==> src/rtl/arm_pipe_pkg.sv <==
// Shared types for the ARM-style pipeline issue logic.
//   inflight_t  : summary of one in-flight instruction held in the shadow pipeline
//   REG_PC      : index of the program counter register
//   fsm_state_t : issue controller state (normal run / one cycle after a taken branch)
package arm_pipe_pkg;

  typedef struct packed {
    logic       vld;
    logic       wb;
    logic [3:0] dest;
    logic       ld;
    logic       s;
  } inflight_t;

  localparam logic [3:0] REG_PC = 4'd15;

  typedef enum logic {
    RUN     = 1'b0,
    FLUSHED = 1'b1
  } fsm_state_t;

endpackage

==> src/rtl/hazard_match.sv <==
// Compares the two source operands of the instruction in ID against one
// in-flight instruction and reports a read-after-write dependency.
//   src1, src1_used : first source index and its read enable
//   src2, src2_used : second source index and its read enable
//   entry           : in-flight instruction summary
//   hit             : entry is valid, writes a register, and that register is read
module hazard_match
  import arm_pipe_pkg::*;
(
  input  logic [3:0] src1,
  input  logic       src1_used,
  input  logic [3:0] src2,
  input  logic       src2_used,
  input  inflight_t  entry,
  output logic       hit
);

  // R15 is deliberately not special-cased: a pending PC write is a plain
  // register dependency for instructions that read R15.
  always_comb begin
    hit = entry.vld & entry.wb &
          ((src1_used & (src1 == entry.dest)) |
           (src2_used & (src2 == entry.dest)));
  end

endmodule

==> src/rtl/id_issue_ctrl.sv <==
// Issue/hazard controller sitting in front of the ID/EXE pipeline register.
// A 3-entry shadow pipeline (E, M, W) mirrors the destinations of instructions
// in flight; stall/flush decisions are combinational from those entries.
//   clk, rst (active-low async)   : clock and reset
//   id_*                          : decoded fields of the instruction in ID
//   exe_B_taken                   : branch in EXE resolved taken
//   stall, flush_ifid, flush_idexe: pipeline control
//   issue                         : ID instruction enters EXE at the next edge
//   stall_cnt, flush_cnt          : saturating event counters
module id_issue_ctrl
  import arm_pipe_pkg::*;
#(
  parameter bit FWD_EN = 1'b0,
  parameter int CNT_W  = 16
) (
  input  logic             clk,
  input  logic             rst,
  input  logic             id_valid,
  input  logic [3:0]       id_src1,
  input  logic             id_src1_used,
  input  logic [3:0]       id_src2,
  input  logic             id_src2_used,
  input  logic [3:0]       id_dest,
  input  logic             id_WB_EN,
  input  logic             id_MEM_R_EN,
  input  logic             id_S,
  input  logic             id_cond_used,
  input  logic             exe_B_taken,
  output logic             stall,
  output logic             flush_ifid,
  output logic             flush_idexe,
  output logic             issue,
  output logic [CNT_W-1:0] stall_cnt,
  output logic [CNT_W-1:0] flush_cnt
);

  inflight_t  ent_e, ent_m, ent_w;
  fsm_state_t state;
  logic       hit_e, hit_m, hit_w;
  logic       valid_eff, taken_eff, raw_haz, st_haz;

  hazard_match u_match_e (
    .src1(id_src1), .src1_used(id_src1_used),
    .src2(id_src2), .src2_used(id_src2_used),
    .entry(ent_e), .hit(hit_e)
  );

  hazard_match u_match_m (
    .src1(id_src1), .src1_used(id_src1_used),
    .src2(id_src2), .src2_used(id_src2_used),
    .entry(ent_m), .hit(hit_m)
  );

  hazard_match u_match_w (
    .src1(id_src1), .src1_used(id_src1_used),
    .src2(id_src2), .src2_used(id_src2_used),
    .entry(ent_w), .hit(hit_w)
  );

  // In FLUSHED the instruction in ID is the wrong-path fetch that got past the
  // IF/ID flush one cycle late, so it is squashed; EXE holds a bubble, so a
  // taken indication then cannot be real either.
  always_comb begin
    valid_eff = id_valid & (state == RUN);
    taken_eff = exe_B_taken & (state == RUN);
    if (FWD_EN) raw_haz = hit_e & ent_e.ld;
    else        raw_haz = hit_e | hit_m | hit_w;
    st_haz      = id_cond_used & ent_e.vld & ent_e.s;
    stall       = valid_eff & ~taken_eff & (raw_haz | st_haz);
    issue       = valid_eff & ~stall & ~taken_eff;
    flush_ifid  = taken_eff;
    flush_idexe = taken_eff | stall;
  end

  // Shadow pipeline: always advances, E takes the issued instruction or a bubble.
  always_ff @(posedge clk or negedge rst) begin
    if (!rst) begin
      ent_e <= '0;
      ent_m <= '0;
      ent_w <= '0;
    end else begin
      ent_w <= ent_m;
      ent_m <= ent_e;
      if (issue) ent_e <= '{vld: 1'b1, wb: id_WB_EN, dest: id_dest, ld: id_MEM_R_EN, s: id_S};
      else       ent_e <= '0;
    end
  end

  // Branch-flush FSM together with the saturating event counters.
  always_ff @(posedge clk or negedge rst) begin
    if (!rst) begin
      state     <= RUN;
      stall_cnt <= '0;
      flush_cnt <= '0;
    end else begin
      if (stall && (stall_cnt != '1)) stall_cnt <= stall_cnt + 1'b1;
      case (state)
        RUN: begin
          if (exe_B_taken) begin
            state <= FLUSHED;
            if (flush_cnt != '1) flush_cnt <= flush_cnt + 1'b1;
          end
        end
        FLUSHED: state <= RUN;
        default: state <= RUN;
      endcase
    end
  end

endmodule
==> config.mk <==
export PLATFORM = sky130hd
export DESIGN_NAME = id_issue_ctrl
export DESIGN_NICKNAME = d
export VERILOG_FILES = /design/src/rtl/arm_pipe_pkg.sv /design/src/rtl/hazard_match.sv /design/src/rtl/id_issue_ctrl.sv
export SDC_FILE = /design/constraint.sdc
export NUM_CORES = 1
export LEC_CHECK = 0
export CORE_ASPECT_RATIO = 0.7
export CORE_MARGIN = 3
export CORE_UTILIZATION = 45
export CTS_CLUSTER_DIAMETER = 80
export CTS_CLUSTER_SIZE = 12
export DETAILED_ROUTE_END_ITERATION = 6
export PLACE_DENSITY = 0.73
export SLEW_MARGIN = 5
export SYNTH_ARGS = -nofsm -noshare
export SYNTH_HDL_FRONTEND = slang
export SYNTH_SLANG_ARGS = --single-unit
==> constraint.sdc <==
create_clock -name clk -period 4.6 [get_ports clk]
set_input_delay 0.92 -clock clk [delete_from_list [all_inputs] [get_ports clk]]
set_output_delay 0.92 -clock clk [all_outputs]
set_load 0.02 [all_outputs]
# Word level (Yosys, flattened, before mapping)
# Index checks and enable logic that the tools add are counted.
# word_totals
ff_bits	52
n_memories	0
wordCells	58
romBits	0
in_bits	22
ram_bits	0
latch_bits	0
out_inout_bits	36
# classes
n_div	0
n_mul	0
n_shift	0
n_reduce_logical	2
muxes	3
bitwise	30
eq_ne	8
n_addsub	2
n_lt_le_gt_ge	0
# op_table
cell	count
16-bit by 1-bit adder with 16-bit output (second input constant)	2
16-bit inequality test (second input constant)	2
4-bit == test	6
1-bit bitwise AND	20
8-bit two-way mux	1
1-bit OR	7
1-bit inverter	3
3-bit AND reduction	1
1-bit case mux with 2 select lines	1
1-bit logical AND	1
1-bit two-way mux	1

# Longest topological paths before layout
# Gate-level depths: netlist of run 1.
# depth
ltp_word	12
ltp_mapped	8

# By module
# A second synthesis of run 1 with hierarchy kept.
# unflattened
hier_cells	224
hier_area_um2	2672.6
# by_module_without_submodules
module	n_inst	cells_per_inst	area_each_um2	seq_area_each_um2
id_issue_ctrl	1	188	2376.0	1426.4
hazard_match	3	12	98.8	0.0

# Worst setup path before layout of run 1
# OpenSTA, ideal clock, no wires.
# synth_timing
path_kind	in2out
startpoint	input id_src1[2]
endpoint	output flush_idexe
n_path_buf	0
setup_slack_ns	1.544
t_arrival_ns	2.136
required_ns	3.680
stages	7
path_cell_list	xnor2_1 > nand4_1 > nor4_1 > a31oi_1 > nand3_2 > and2_1 > or2_1
# synth_between
elab_chain_cells	9
elab_cells_between_ends	17
classes_between	3 x eq/ne; 14 x bitwise
# synth_lines
item	line	source
start, declared	id_issue_ctrl.sv:19	input logic [3:0] id_src1,
4-bit == test	hazard_match.sv:22	((src1_used & (src1 == entry.dest)) |
1-bit bitwise AND	hazard_match.sv:22	
1-bit OR	hazard_match.sv:22	
1-bit bitwise AND	hazard_match.sv:21	hit = entry.vld & entry.wb &
1-bit OR	id_issue_ctrl.sv:67	else raw_haz = hit_e | hit_m | hit_w;
1-bit OR *	id_issue_ctrl.sv:67	
1-bit OR *	id_issue_ctrl.sv:69	stall = valid_eff & ~taken_eff & (raw_haz | st_haz);
1-bit bitwise AND *	id_issue_ctrl.sv:69	
named net stall	id_issue_ctrl.sv:29	output logic stall,
1-bit OR *	id_issue_ctrl.sv:72	flush_idexe = taken_eff | stall;
end, declared	id_issue_ctrl.sv:31	output logic flush_idexe,
# The timed path passes the listed nets; every way through them passes the cells marked *.

# Final worst setup path of run 1
# layout_timing
startpoint	input id_src1[2]
endpoint	output flush_idexe
# layout_between
elab_chain_cells	9
elab_cells_between_ends	17
classes_between	3 x eq/ne; 14 x bitwise
# layout_lines
item	line
4-bit == test	hazard_match.sv:22
1-bit bitwise AND	hazard_match.sv:22
1-bit OR	hazard_match.sv:22
1-bit bitwise AND	hazard_match.sv:21
1-bit OR	id_issue_ctrl.sv:67
1-bit OR *	id_issue_ctrl.sv:67
1-bit OR *	id_issue_ctrl.sv:69
1-bit bitwise AND *	id_issue_ctrl.sv:69
1-bit OR *	id_issue_ctrl.sv:72
# Every way passes the cells marked *; elsewhere a longest branch is shown, timed or not.

==> results of run 1 <==
[layout make-up]
| class | instances | area [um^2] |
|---|---|---|
| Tap cell | 69 | 86.33 |
| Sequential cell | 52 | 1301 |
| Timing Repair Buffer | 58 | 570.5 |
| Clock inverter | 2 | 16.27 |
| Inverter | 5 | 18.77 |
| Clock buffer | 6 | 72.57 |
| Fill cell | 425 | 1857 |
| Multi-Input combinational cell | 144 | 1070 |
[metal layers]
layer | track usage, % | vias to the layer above | share of wire [%]
met5 | 0 | - | 0
met4 | 3.784 | 0 | 0.54
met3 | 5.679 | 4 | 4.6
met2 | 25.20 | 29 | 44
met1 | 23.77 | 836 | 51
li1 | - | 832 | -
[flip-flops by register name, summed over array words and instances (netlist names)]
| register | cells |
|---|---|
| ent_m | 6 |
| stall_cnt | 16 |
| ent_e | 7 |
| state | 1 |
| ent_w | 6 |
| flush_cnt | 16 |
[metrics by stage]
| step | util [%] | hold slack, ns | std cells | instance area, um^2 | setup slack [ns] |
|---|---|---|---|---|---|
| floorplan | - | 0.3732 | 206 | 2425 | 1.544 |
| global placement | 61.03 | 0.3916 | 328 | 3047 | 0.4220 |
| detailed placement | 61.03 | 0.3915 | 328 | 3047 | 0.4070 |
| finish | 62.81 | 0.4091 | 336 | 3136 | 0.4295 |
| CTS | 62.81 | 0.4130 | 336 | 3136 | 0.4019 |
| global route | 62.81 | 0.4198 | 336 | 3136 | 0.2629 |
[worst max-delay path: cells and delay by family]
family / cells / cell delay, ns
AOI/OAI and AO/OA: 1 / 0.09
xor gates and xnor gates: 1 / 0.14
buffers and inverters: 2 / 1.16
and+or+nand+nor: 5 / 0.95
[cells by family after synthesis]
group	after synthesis	share of synthesized area [%]
AOI/OAI and AO/OA	4	1.239
xor gates and xnor gates	52	18.78
and+or+nand+nor	83	21.52
DFF	52	53.66
buffers and inverters	10	2.219
muxes	3	1.548
adders and majority gates	2	1.032
[how the worst max path moves through the flow]
stage	endpoint	depth (start not counted)
floorplan	flush_idexe	7
global placement	flush_idexe	9
detailed placement	flush_idexe	9
CTS	flush_idexe	9
global route	flush_idexe	9
finish	flush_idexe	9
[power groups by stage]
stage | Clock [mW] | Combinational [mW] | Sequential (mW)
floorplan | 0 | 0.0590 | 0.566
global placement | 0 | 0.185 | 0.540
detailed placement | 0 | 0.188 | 0.540
global route | 0.287 | 0.202 | 0.539
finish | 0.254 | 0.185 | 0.532
CTS | 0.265 | 0.188 | 0.532
[placed cells by master, fill, tap and decap left out, types with 5 or more instances in the layout]
master            n
clkbuf_8          5
and2_1            8
nand3_1          12
clkdlybuf4s50_1  55
nor4_1            6
dfrtp_1          52
xor2_1           22
inv_1             5
nand4_1          18
nand2_1           7
and3_1           11
xnor2_1          30
==> flow_summary.yaml, run 1 <==
critical_path:
  r2r_start: "ent_w[4]$_DFF_PN0_"
  r2r-end: "stall_cnt[12]$_DFFE_PN0P_"
  cp-startpoint: "id_src1[2]"
  critPathMostFrequentCell: "clkdlybuf4s50_1"
  worst-setup-path-type: "input pin to primary output"
  reg2reg_depth: 8
  critPathArrivalTime_ns: 3.25
  cpPeakStageDelay_ns: 0.60
  r2r_slack_ns: 2.53
  crit_required_ns: 3.68
  worstPathCellList: "clkdlybuf4s50_1, xnor2_1, nand4_1, nor4_1, a31oi_1, nand3_2, and2_1, or2_1, clkdlybuf4s50_1"
  crit_fanout: 10
  crit_slowest_cell: "clkdlybuf4s50_1"
  endpoint_kind: "primary output"
  critPathLaunchType: "input pin"
clock_network:
  max-clock-path-buffers: 2
  cts_tree: "yes"
  hold_buffers: 0
  cts_resized: 0
  numCtsBuffers: 5
  post-cts-setup-buffers: 0
  clk_pin_slew_ns: 0.09
  clock_sinks: 52
  htreeDepth: 2
  root_buffer: "clkbuf_8"
  insertion_delay_ns: 0.30
logic_synthesis:
  yosysWarnings: 0
  ys.flop_type: "dfrtp_1"
  yosys-top-cells-area: "dfrtp_1 54%, xnor2_1 11%, xor2_1 7.9%, nand4_1 4.6%, and3_1 2.8%"
  synth.net_count: 230
  synth.distinct_cells: 35
  synthArstFlopShare_pct: 100.0
  syn_area_um2: 2425
  synth-seq-cells: 52
  synth_top_cell_by_area: "dfrtp_1"
  synth_top_area_share_pct: 53.66
  netlist_top_cells_count: "52 x dfrtp_1, 30 x xnor2_1, 22 x xor2_1"
  synth_edf_count: 0
  synth.most_common_cell: "dfrtp_1"
  avgSynthCellArea_um2: 11.77
  ys_seq_area_share_pct: 53.66
  netlist_instances: 206
route:
  totalWireLength_um: 4844
  drt_first_iter_violations: 85
  post-route-drc-count: 0
  ant_nets: 0
  via_per_inst: 5.063
  first_pass_iters: 4
  wl_per_cell_um: 14.42
  vias: 1701
placed_design:
  gp_congestion: 0.7692
  dp_hpwl_um: 3574
  numPortBuffers: 56
worst_hold_path:
  hold_path_depth: 0
  min_path_type: "flip-flop to flip-flop"
  hold_start: "ent_e[6]$_DFF_PN0_"
  min_to: "ent_m[6]$_DFF_PN0_"
timing:
  finalSetupViolCount: 0
  setup_tns_ns: 0
  relSlewSlack_pct: 57.56
  rsz0062_at_grt: "no"
  tightest_slew_ns: 0.6366
  hold_violations: 0
  post-route-period-util_pct: 90.66
  slew_violations: 0
  fmax_mhz: 239.8
  finClkSkew_ns: 0.009666
  fin_crit_ns: 4.170
floorplan:
  die_h_um: 67.42
  fp.dieW_um: 93.74
  dieArea_um2: 6319
  placeableCoreArea_um2: 4992
  rows: 21
  io_pins: 58
  start_util_pct: 48.57
grt:
  grt_max_degree: 53
  grt_pass1_vias: 1697
  globalRouteOverflowTotal: 0
  grt_usage_pct: 16.81
  antenna_found_initial: 0
  grt_pass1_wl_um: 8231
power_and_ir_drop:
  pwr-share-clk_pct: 26.1
  swShare_pct: 28.31
  power_density_nw_per_um2: 309.6
  p_total_mw: 0.9706
  peakVddDrop_v: 0.0002590
  p_int_mw: 0.6959
  leakage_nw: 1.396
  p_switching_mw: 0.2748
  p_comb_share_pct: 19.0
  pwr-share-seq_pct: 54.8
finish:
  num-nets-final: 290
  area_delta_synth_final_pct: 29.31
  drive_gt1_share_pct: 8.240
  n_antenna_cell: 0
outcome:
  status: "complete, no violations"
job:
  drv_cap: 0
(Power assumes the default switching activity.)
==> run 2: changes to the inputs <==
GPL_TIMING_DRIVEN = 0   (was not set)
==> run 2 against run 1 <==
Against the previous run: highest routed layer unchanged; register-to-register slack better by 0.10 ns; largest power group unchanged; critical endpoint unchanged; first-iteration DRC count stayed put; worst setup slack worse by 0.037 ns.
==> flow_summary.yaml, run 2 (same netlist as run 1, synthesis figures left out) <==
job:
  drv_cap: 0
power_and_ir_drop:
  p_int_mw: 0.6931
  p_switching_mw: 0.2742
  pwr-share-seq_pct: 55.1
  power_density_nw_per_um2: 305.3
  swShare_pct: 28.34
  leakage_nw: 1.411
  peakVddDrop_v: 0.0002677
  p_comb_share_pct: 19.5
  pwr-share-clk_pct: 25.4
worst_hold_path:
  min_path_type: "flip-flop to flip-flop"
  hold_path_depth: 0
finish:
  num-nets-final: 294
  final_common_cell: "clkdlybuf4s50_1"
  mostFrequentLayoutCells: "55 x clkdlybuf4s50_1, 52 x dfrtp_1, 30 x xnor2_1, 22 x xor2_1, 18 x nand4_1"
  stdcell_count: 339
  drive_gt1_share_pct: 8.889
  reg_top3: "flush_cnt: 16 flops, stall_cnt: 16 flops, ent_e: 7 flops"
  final_util_pct: 63.46
  final_cell_area_um2: 3168
  area_delta_synth_final_pct: 30.65
  n_antenna_cell: 0
clock_network:
  htreeDepth: 2
  cts_tree: "yes"
  insertion_delay_ns: 0.30
  clock_sinks: 52
  root_buffer: "clkbuf_8"
  post-cts-setup-buffers: 0
  hold_buffers: 0
  clk_pin_slew_ns: 0.09
  numCtsBuffers: 5
  max-clock-path-buffers: 2
  cts_resized: 0
floorplan:
  dieArea_um2: 6319
  start_util_pct: 48.57
  placeableCoreArea_um2: 4992
  rows: 21
  die_h_um: 67.42
  io_pins: 58
  fp.dieW_um: 93.74
route:
  wl_per_cell_um: 14.73
  post-route-drc-count: 0
  vias: 1727
  drt_first_iter_violations: 85
  totalWireLength_um: 4993
  via_per_inst: 5.094
  ant_nets: 0
  first_pass_iters: 4
critical_path:
  critPathArrivalTime_ns: 3.29
  critPathLaunchType: "input pin"
  crit_required_ns: 3.68
  worst-setup-path-type: "input pin to primary output"
  reg2reg_depth: 7
  crit_fanout: 8
  endpoint_kind: "primary output"
grt:
  grt_pass1_wl_um: 8749
  grt_max_degree: 29
  grt_pass1_vias: 1815
  antenna_found_initial: 0
  grt_usage_pct: 17.75
  globalRouteOverflowTotal: 0
timing:
  post-route-period-util_pct: 91.47
  setup_tns_ns: 0
  tightest_slew_ns: 0.5708
  setup_ws_ns: 0.3925
  finalSetupViolCount: 0
  rsz0062_at_grt: "no"
  hold_violations: 0
  fmax_mhz: 237.7
  finClkSkew_ns: 0.004280
  slew_violations: 0
  fin_crit_ns: 4.208
  relSlewSlack_pct: 61.95
outcome:
  status: "complete, no violations"
placed_design:
  dp_hpwl_um: 3858
  post_dp_cell_area_um2: 3087
  preCtsSetupSlack_ns: 0.3927
  gp_congestion: 0.7785
  dp_cells: 332
  numPortBuffers: 56
[run 2: cell count changes in the layout (fill, tap and decap cells not counted)]
cell	change
buf_4	-2
buf_6	+2
buf_12	+1
buf_2	+1
clkbuf_1	+1
clkinv_2	+1
clkinv_4	-1
[run 2: critical path, stage by stage]
cell and delay, ns:
clkdlybuf4s50_1 0.56, xnor2_1 0.14, nand4_1 0.11, nor4_1 0.38
a31oi_1 0.09, nand3_2 0.21, and2_1 0.18, or2_1 0.10
clkdlybuf4s50_1 0.59
[run 2: cell type report]
class / count / area (um^2)
Buffer: 5 / 35.03
Clock buffer: 5 / 68.82
Clock inverter: 2 / 12.51
Fill cell: 427 / 1824
Inverter: 5 / 18.77
Multi-Input combinational cell: 144 / 1070
Sequential cell: 52 / 1301
Tap cell: 69 / 86.33
Timing Repair Buffer: 57 / 575.6
[run 2: per-stage QoR]
step | hold WS (ns) | total power, mW
6_report | 0.4042 | 0.9673
5_1_grt | 0.4332 | 1.014
4_1_cts | 0.4086 | 0.9767
3_5_place_dp | 0.3885 | 0.7327
3_3_place_gp | 0.3876 | 0.7269
2_1_floorplan | 0.3732 | 0.6254
[run 2: worst paths after layout]
kind                                     startpoint                  endpoint  slack, ns
hold / removal                   ent_e[6]$_DFF_PN0_        ent_m[6]$_DFF_PN0_       0.40
setup / recovery                         id_src1[2]               flush_idexe       0.39
min in group asynchronous                       rst  stall_cnt[7]$_DFFE_PN0P_       0.60
setup reg to reg           stall_cnt[2]$_DFFE_PN0P_  stall_cnt[1]$_DFFE_PN0P_       2.63
hold reg to reg                  ent_e[6]$_DFF_PN0_        ent_m[6]$_DFF_PN0_       0.40
max in group asynchronous                       rst  flush_cnt[0]$_DFFE_PN0P_       3.45
[run 2: power by group through the flow]
| stage | Sequential [mW] | Clock, mW | Combinational (mW) |
|---|---|---|---|
| after floorplan | 0.566 | 0 | 0.0590 |
| after detailed placement | 0.541 | 0 | 0.192 |
| after CTS | 0.533 | 0.252 | 0.192 |
| final | 0.533 | 0.246 | 0.189 |
| after global routing | 0.540 | 0.269 | 0.206 |
| after global placement | 0.540 | 0 | 0.187 |
[run 2: per-layer routing]
metal  vias to the layer above  GRT usage [%]  wire [um]
met3                         8          4.343        213
met2                        37          26.44       2196
met4                         0          5.405         64
li1                        839              -          -
met5                         -              0          0
met1                       843          25.73       2518
==> run 3: changes to the inputs <==
CORE_UTILIZATION = 44   (was 45)
PLACE_DENSITY = 0.75   (was 0.73)
SKIP_CTS_REPAIR_TIMING = 1   (was not set)
clock period = 3.64 ns   (was 4.6 ns; I/O delays follow)
==> run 3 against run 2 <==
Against the previous run: register-to-register slack got worse by 0.98 ns; critical endpoint unchanged; sequential power increased by 26%; utilization increased by 0.75 points; combinational power increased by 28%; sequential cell count unchanged; worst setup slack got worse by 0.096 ns.
==> flow_summary.yaml, run 3 (same netlist as run 1, synthesis figures left out) <==
outcome:
  status: "complete, no violations"
grt:
  grt_usage_pct: 17.81
  globalRouteOverflowTotal: 0
  grt_pass1_wl_um: 8811
  grt_pass1_vias: 1838
  antenna_found_initial: 0
  grt_max_degree: 37
power_and_ir_drop:
  leakage_nw: 1.490
  power_density_nw_per_um2: 402.2
  peakVddDrop_v: 0.0003661
clock_network:
  root_buffer: "clkbuf_8"
  clk_pin_slew_ns: 0.09
  clock_sinks: 52
  max-clock-path-buffers: 2
  htreeDepth: 2
  numCtsBuffers: 5
  cts_tree: "yes"
  insertion_delay_ns: 0.29
critical_path:
  critPathArrivalTime_ns: 2.62
  cpPeakStageDelay_ns: 0.57
  crit_required_ns: 2.91
  critPathLaunchType: "input pin"
  worstPathCellList: "clkdlybuf4s50_1, xnor2_1, nand4_1, nor4_2, a31oi_1, nand3_2, and2_1, or2_1, dlymetal6s2s_1"
  endpoint_kind: "primary output"
  crit_fanout: 6
  worst-setup-path-type: "input pin to primary output"
  crit_slowest_cell: "clkdlybuf4s50_1"
timing:
  slew_violations: 0
  relSlewSlack_pct: 72.75
  rsz0062_at_grt: "no"
  setup_ws_ns: 0.2966
  finalSetupViolCount: 0
  finClkSkew_ns: 0.005189
  fmax_mhz: 299.1
  hold_violations: 0
  post-route-period-util_pct: 91.85
  fin_crit_ns: 3.343
  tightest_slew_ns: 0.4079
finish:
  num-nets-final: 297
  drive_gt1_share_pct: 10.22
  reg_top3: "flush_cnt: 16 flops, stall_cnt: 16 flops, ent_e: 7 flops"
  area_delta_synth_final_pct: 33.59
  final_util_pct: 64.21
  mostFrequentLayoutCells: "52 x dfrtp_1, 52 x clkdlybuf4s50_1, 30 x xnor2_1, 22 x xor2_1, 18 x nand4_1"
  n_antenna_cell: 0
  stdcell_count: 343
route:
  first_pass_iters: 4
  vias: 1707
  ant_nets: 0
  wl_per_cell_um: 14.97
  post-route-drc-count: 0
  totalWireLength_um: 5133
  drt_first_iter_violations: 88
  via_per_inst: 4.977
floorplan:
  die_h_um: 68.11
  placeableCoreArea_um2: 5045
  fp.dieW_um: 94.73
  rows: 21
  io_pins: 58
  start_util_pct: 48.07
  dieArea_um2: 6452
placed_design:
  preCtsSetupSlack_ns: -0.1891
  numPortBuffers: 56
  dp_cells: 332
  dp_hpwl_um: 3814
  gp_congestion: 0.8193
job:
  drv_cap: 0
worst_hold_path:
  min_path_type: "input pin to asynchronous set/reset pin"
run 3: worst max-delay path, delay by kind of cell:
family,cells,cell delay [ns]
XOR/XNOR,1,0.14
AND/OR/NAND/NOR,5,0.85
AO/OA/AOI/OAI,1,0.09
buffers and inverters,2,0.80
run 3: per-stage QoR:
step,power [mW],setup TNS (ns),hold slack [ns],area [um^2]
5_1_grt,1.371,0,0.3425,3239
6_report,1.303,0,0.3382,3239
3_5_place_dp,0.9240,-0.3353,0.3946,3087
3_3_place_gp,0.9175,-0.2445,0.3938,3072
2_1_floorplan,0.7904,0,0.3732,2425
4_1_cts,1.320,-0.3573,0.3399,3198
run 3: cell type report:
type	count	area, um^2
Tap cell	69	86.33
Clock buffer	6	72.57
Multi-Input combinational cell	144	1081
Timing Repair Buffer	60	605.6
Fill cell	415	1805
Buffer	5	35.03
Clock inverter	2	38.79
Inverter	5	18.77
Sequential cell	52	1301
run 3: worst paths after layout:
path	from	endpoint	slack (ns)	cells after the start
max reg2reg	ent_e[2]$_DFF_PN0_	stall_cnt[12]$_DFFE_PN0P_	1.65	8
min in group clk	ent_e[6]$_DFF_PN0_	ent_m[6]$_DFF_PN0_	0.41	0
max	id_src1[2]	flush_idexe	0.30	9
min	rst	stall_cnt[4]$_DFFE_PN0P_	0.34	1
min reg2reg	ent_e[6]$_DFF_PN0_	ent_m[6]$_DFF_PN0_	0.41	0
max in group asynchronous	rst	flush_cnt[9]$_DFFE_PN0P_	2.79	2
run 3: metal layers:
layer / wire [um] / share of wire (%) / GRT usage, %
met4: 24 / 0.47 / 4.856
met3: 245 / 4.8 / 4.066
met1: 2554 / 50 / 25.58
met5: 0 / 0 / 0
met2: 2308 / 45 / 27.22
run 3: power breakdown:
group / switching (mW) / internal [mW] / total, mW
logic: 0.115 / 0.127 / 0.241
clock network: 0.182 / 0.208 / 0.390
registers: 0.0517 / 0.620 / 0.671
